## src/rtl/snake_head_mover.sv

```systemverilog
// snake_head_mover: moves the snake head one grid cell per game tick, steered by a one-hot direction.
// Define SNAKE_WRAP_EN to wrap at the edges; otherwise a wall hit sets game_over and stops the head.
module snake_head_mover #(
  parameter int unsigned GRID_W   = 40,
  parameter int unsigned GRID_H   = 30,
  parameter int unsigned XW       = 6,
  parameter int unsigned YW       = 5,
  parameter int unsigned TICK_DIV = 5000000,
  parameter int unsigned START_X  = 20,
  parameter int unsigned START_Y  = 15
) (
  input  logic          clk,
  input  logic          rst,
  input  logic [3:0]    direction,
  input  logic          enable,
  output logic [XW-1:0] head_x,
  output logic [YW-1:0] head_y,
  output logic [3:0]    heading,
  output logic          step,
  output logic          game_over
);

  localparam int unsigned CW = $clog2(TICK_DIV);

  localparam logic [3:0] DirLeft  = 4'b0001;
  localparam logic [3:0] DirRight = 4'b0010;
  localparam logic [3:0] DirUp    = 4'b0100;
  localparam logic [3:0] DirDown  = 4'b1000;

  localparam logic [XW-1:0] XMax   = XW'(GRID_W - 1);
  localparam logic [YW-1:0] YMax   = YW'(GRID_H - 1);
  localparam logic [XW-1:0] XStart = XW'(START_X);
  localparam logic [YW-1:0] YStart = YW'(START_Y);
  localparam logic [CW-1:0] CntMax = CW'(TICK_DIV - 1);

`ifdef SNAKE_WRAP_EN
  localparam bit WrapEn = 1'b1;
`else
  localparam bit WrapEn = 1'b0;
`endif

  typedef enum logic [1:0] {StIdle, StRun, StDead} state_e;

  state_e        state_q;
  logic [3:0]    pending_q;
  logic [CW-1:0] cnt_q;

  logic          dir_valid;
  logic          dir_accept;
  logic [3:0]    opposite;
  logic [XW-1:0] next_x;
  logic [YW-1:0] next_y;
  logic          at_wall;

  // Reversal check is against the committed heading, so quick double turns cannot reverse.
  always_comb begin
    dir_valid  = (direction != 4'b0000) && ((direction & (direction - 4'd1)) == 4'b0000);
    opposite   = {heading[2], heading[3], heading[0], heading[1]};
    dir_accept = dir_valid && (direction != opposite);
  end

  // Candidate position for the pending direction; at_wall flags a move that leaves the grid.
  always_comb begin
    next_x  = head_x;
    next_y  = head_y;
    at_wall = 1'b0;
    unique case (pending_q)
      DirLeft: begin
        if (head_x == '0) begin
          next_x  = XMax;
          at_wall = 1'b1;
        end else begin
          next_x = head_x - XW'(1);
        end
      end
      DirRight: begin
        if (head_x == XMax) begin
          next_x  = '0;
          at_wall = 1'b1;
        end else begin
          next_x = head_x + XW'(1);
        end
      end
      DirUp: begin
        if (head_y == '0) begin
          next_y  = YMax;
          at_wall = 1'b1;
        end else begin
          next_y = head_y - YW'(1);
        end
      end
      DirDown: begin
        if (head_y == YMax) begin
          next_y  = '0;
          at_wall = 1'b1;
        end else begin
          next_y = head_y + YW'(1);
        end
      end
      default: ;
    endcase
  end

  always_ff @(posedge clk or posedge rst) begin
    if (rst) begin
      state_q   <= StIdle;
      pending_q <= 4'b0000;
      cnt_q     <= '0;
      head_x    <= XStart;
      head_y    <= YStart;
      heading   <= 4'b0000;
      step      <= 1'b0;
      game_over <= 1'b0;
    end else begin
      step <= 1'b0;
      unique case (state_q)
        StIdle: begin
          cnt_q <= '0;
          if (enable && dir_valid) begin
            pending_q <= direction;
            state_q   <= StRun;
          end
        end
        StRun: begin
          if (dir_accept) begin
            pending_q <= direction;
          end
          if (enable) begin
            if (cnt_q == CntMax) begin
              cnt_q   <= '0;
              heading <= pending_q;
              if (at_wall && !WrapEn) begin
                game_over <= 1'b1;
                state_q   <= StDead;
              end else begin
                head_x <= next_x;
                head_y <= next_y;
                step   <= 1'b1;
              end
            end else begin
              cnt_q <= cnt_q + CW'(1);
            end
          end
        end
        StDead: ;
        default: state_q <= StIdle;
      endcase
    end
  end

endmodule

```

## config.mk

```make
export PLATFORM = sky130hd
export DESIGN_NAME = snake_head_mover
export DESIGN_NICKNAME = d
export VERILOG_FILES = /design/src/rtl/snake_head_mover.sv
export SDC_FILE = /design/constraint.sdc
export NUM_CORES = 1
export LEC_CHECK = 0
export BUFFER_PORTS_ARGS = -buffer_cell sky130_fd_sc_hd__clkbuf_2
export CELL_PAD_IN_SITES_DETAIL_PLACEMENT = 1
export CELL_PAD_IN_SITES_GLOBAL_PLACEMENT = 1
export CORE_ASPECT_RATIO = 1.4
export CORE_UTILIZATION = 35
export DETAILED_ROUTE_END_ITERATION = 12
export PLACE_DENSITY_LB_ADDON = 0.1
export SYNTH_ARGS = -nofsm -noshare
export SYNTH_HDL_FRONTEND = slang
export SYNTH_SLANG_ARGS = --single-unit
```

## constraint.sdc

```tcl
create_clock -name clk -period 4 [get_ports clk]
set_clock_uncertainty 0.2 [all_clocks]
set_input_delay 0.4 -clock clk [delete_from_list [all_inputs] [get_ports clk]]
set_output_delay 0.4 -clock clk [all_outputs]
set_load 0.1 [all_outputs]
```

==> summary.txt <==
Power
  – Tot Pwr: ~1000 uW
  – Pleak: between 0.001 and 0.0015 uW
  – PD cells: ~310 mW/mm^2
  – Sw frac: 0.313
  – Net Switching: roughly 310 uW
  – VDD IR max: roughly 0.17 mV
  – Pint: 687 uW
  – Gate power share: 0.147
  – Sequential Power Share: 0.543
  – Clk pwr share: 0.310

GRT
  – Gr usage total: 0.189
  – Vias in the first global route: ~2,500
  – Pin count of the biggest net entering global routing: 47
  – First-pass GRT wire length: between 10,000 and 15,000 microns
  – GRT overflow: 0
  – Initial antenna violation count: 0

Synth
  – Area leader, netlist: dfrtp_1
  – FFs w/ async S/R, synth: 1.00
  – Unique masters post-synth: slightly below 60
  – Top_reg_cell synth: dfrtp_1
  – Register area share after synthesis: 0.403
  – Yosys warns: 0
  – Synthesized area: ~0.0029 sq mm
  – Net Count, Synth: 320
  – Area contributors post-synth: dfrtp_1 (35%), dfstp_2 (5.5%), xor2_1 (4.3%), mux2_2 (3.9%), ha_1 (3.5%)
  – Mean area per synthesized cell: 9.42 sq um
  – Top-area cell type share of the netlist area: 0.348
  – Yosys reg bits: between 40 and 50
  – Post-synth EDFFs: 0
  – Syn Inst Count: 305

Routing
  – Post-DRT Antenna Nets: 0
  – Vias: about 2,400
  – DRC viols: 0
  – First-pass iteration count of the detailed router: 4
  – Final WL: ~7300 microns
  – Vias per inst: roughly 5.6
  – Drt initial violations: 59
  – Avg WL per Cell: around 17 microns

Setup path
  – CP Class: reg2reg
  – CP Capture Type: register
  – Worst Setup Start Kind: register
  – Worst EP required: approximately 4.1 ns
  – WP data arrival: 3.09 ns
  – Critical path peak fanout: 14

Floorplan
  – Core footprint: approximately 0.008 sq mm
  – Total die area: between 0.008 and 0.009 sq mm
  – I/O pin cnt: 24
  – Die extent in x: ~80 microns
  – Cell row count: 38
  – Die Height: 109 microns
  – Starting Density: 0.366

Final layout
  – Most frequent cells in the layout: dfrtp_1 (40), nor2_1 (25), clkbuf_2 (23), nand2_1 (17)
  – Reg area: 0.00116 sq mm
  – Most common cell after layout, fill and taps aside: dfrtp_1
  – Multi-input gate area: between 0.0015 and 0.002 sq mm
  – Share of cells above drive strength 1: 0.180
  – Number of diodes: 0
  – Layout Utilization: 0.407
  – Layout net count: between 300 and 400
  – Area Overhead vs Synth: 11.2%
  – # fillers: a little over 900

STA
  – TNS Setup: 0 ns
  – Worst-margin pin slew: roughly 1 ns
  – Final setup violating endpoints: 0
  – Slew Viols, Final: 0
  – Minimum period implied by the final worst setup slack: a little over 3 ns
  – Max Freq: ~330 MHz
  – Min Hold Slack: 0.0956 ns
  – Rel. slew slack: 0.331
  – Final Hold Vio Count: 0
  – RSZ-0062 raised after global routing: no
  – Final worst path period share: 0.760
  – Worst setup margin: between 0.9 and 1 ns

Clock tree
  – Hold buffers post-CTS: 0
  – CTS clk-pin slew, worst paths: 0.10 ns
  – H-tree levels: 2
  – Post-CTS Resized: 0
  – Later-pin clock latency in the skew report: around 0.32 ns
  – Clock sink total: 46
  – Max clock buf depth: 2
  – Clk root buf: clkbuf_8
  – TritonCTS buffer count: 5
  – CTS tree: done
  – Post-CTS setup buffer count: 0

Worst hold path
  – HP Class: in2async

Place
  – Final RePlAce weighted congestion: 0.757
  – Number of port buffers: 23
  – HPWL after DPL: between 5000 and 6000 microns
  – Worst slack at placement: 0.988 ns

Run status
  – Status: finished clean

Job
  – Maxcap violations: 0
[synth_stat cells (all sizes together) (3+ instances only)]
library cell / count
nand3b: 3
nand2: 17
a22o: 3
nor2b: 8
inv: 13
o21ai: 15
nand3: 15
nand4: 5
dfstp: 6
xnor2: 10
and2: 4
ha: 8
and4: 3
or4b: 3
a21oi: 9
or3: 6
nor2: 25
xor2: 14
and3: 7
nor4: 5
clkbuf: 12
mux2: 10
or4: 3
dfrtp: 40
a21o: 3
nor4b: 8
nor3: 12
a31oi: 3
[power groups by stage]
| stage | logic, uW | registers (uW) | clock network [uW] |
|---|---|---|---|
| 6_report | 147 | 543 | 310 |
| 3_5_place_dp | 148 | 553 | 0 |
| 2_1_floorplan | 136 | 522 | 0 |
| 3_3_place_gp | 147 | 552 | 0 |
| 4_1_cts | 150 | 544 | 324 |
| 5_1_grt | 170 | 551 | 338 |
[metrics by stage]
stage	cell area [sq um]	std cells
floorplan	2870	305
global placement	3100	420
detailed placement	3100	420
CTS	3190	428
global route	3190	428
finish	3190	428
[final timing paths]
kind                       slack, ns                  start  cells past startpoint                        to
min in group clk                0.19           direction[0]                      2  pending_q[0]$_DFFE_PP0P_
setup / recovery                0.96  cnt_q[13]$_DFFE_PP0P_                      5     head_x[2]$_DFFE_PP1P_
setup reg to reg                0.96  cnt_q[13]$_DFFE_PP0P_                      5     head_x[2]$_DFFE_PP1P_
hold / removal                   0.1                    rst                      2     head_x[0]$_DFFE_PP0P_
max in group asynchronous       2.88                    rst                      2  pending_q[1]$_DFFE_PP0P_
hold reg to reg                 0.31  game_over$_DFFE_PP0P_                      1     game_over$_DFFE_PP0P_
[cells by family (layout without fill, tap and decap cells)]
kind of cell | after synthesis | in the layout | synth area share
multiplexers | 12 | 12 | 0.0462
AND/OR/NAND/NOR | 127 | 127 | 0.256
adder cells (fa/ha/maj) | 8 | 8 | 0.0348
XOR/XNOR | 24 | 24 | 0.0732
AO/OA/AOI/OAI | 62 | 62 | 0.152
buffers and inverters | 26 | 49 | 0.0344
flip-flops | 46 | 46 | 0.403
[cell type report]
type | instances | area share
clock buffers | 5 | 0.0215
clock inverters | 3 | 0.00783
inverters | 13 | 0.0153
multi-input cells | 233 | 0.506
flip-flops and latches | 46 | 0.363
well taps | 100 | 0.0392
repair buffers | 28 | 0.0478
[flip-flops by register name, indices dropped and copies added (netlist names)]
register / count
head_y: 5
state_q: 2
head_x: 6
game_over: 1
step: 1
pending_q: 4
heading: 4
cnt_q: 23
[critical path, cell delays in order, from the launching register on]
cell	delay, ns
dfrtp_1	0.44
or4b_1	0.51
or3_1	0.37
or4_4	0.68
or4_1	0.53
a22o_1	0.24
[metal layers]
layer / vias to the layer above / routed length [microns] / global-route usage
met5: - / 0 / 0
met4: 0 / 93 / 0.0556
met3: 6 / 140 / 0.0335
met2: 17 / 4030 / 0.365
met1: 1195 / 3030 / 0.208
li1: 1165 / - / -
Note: power is estimated with default switching activity, not from simulation.
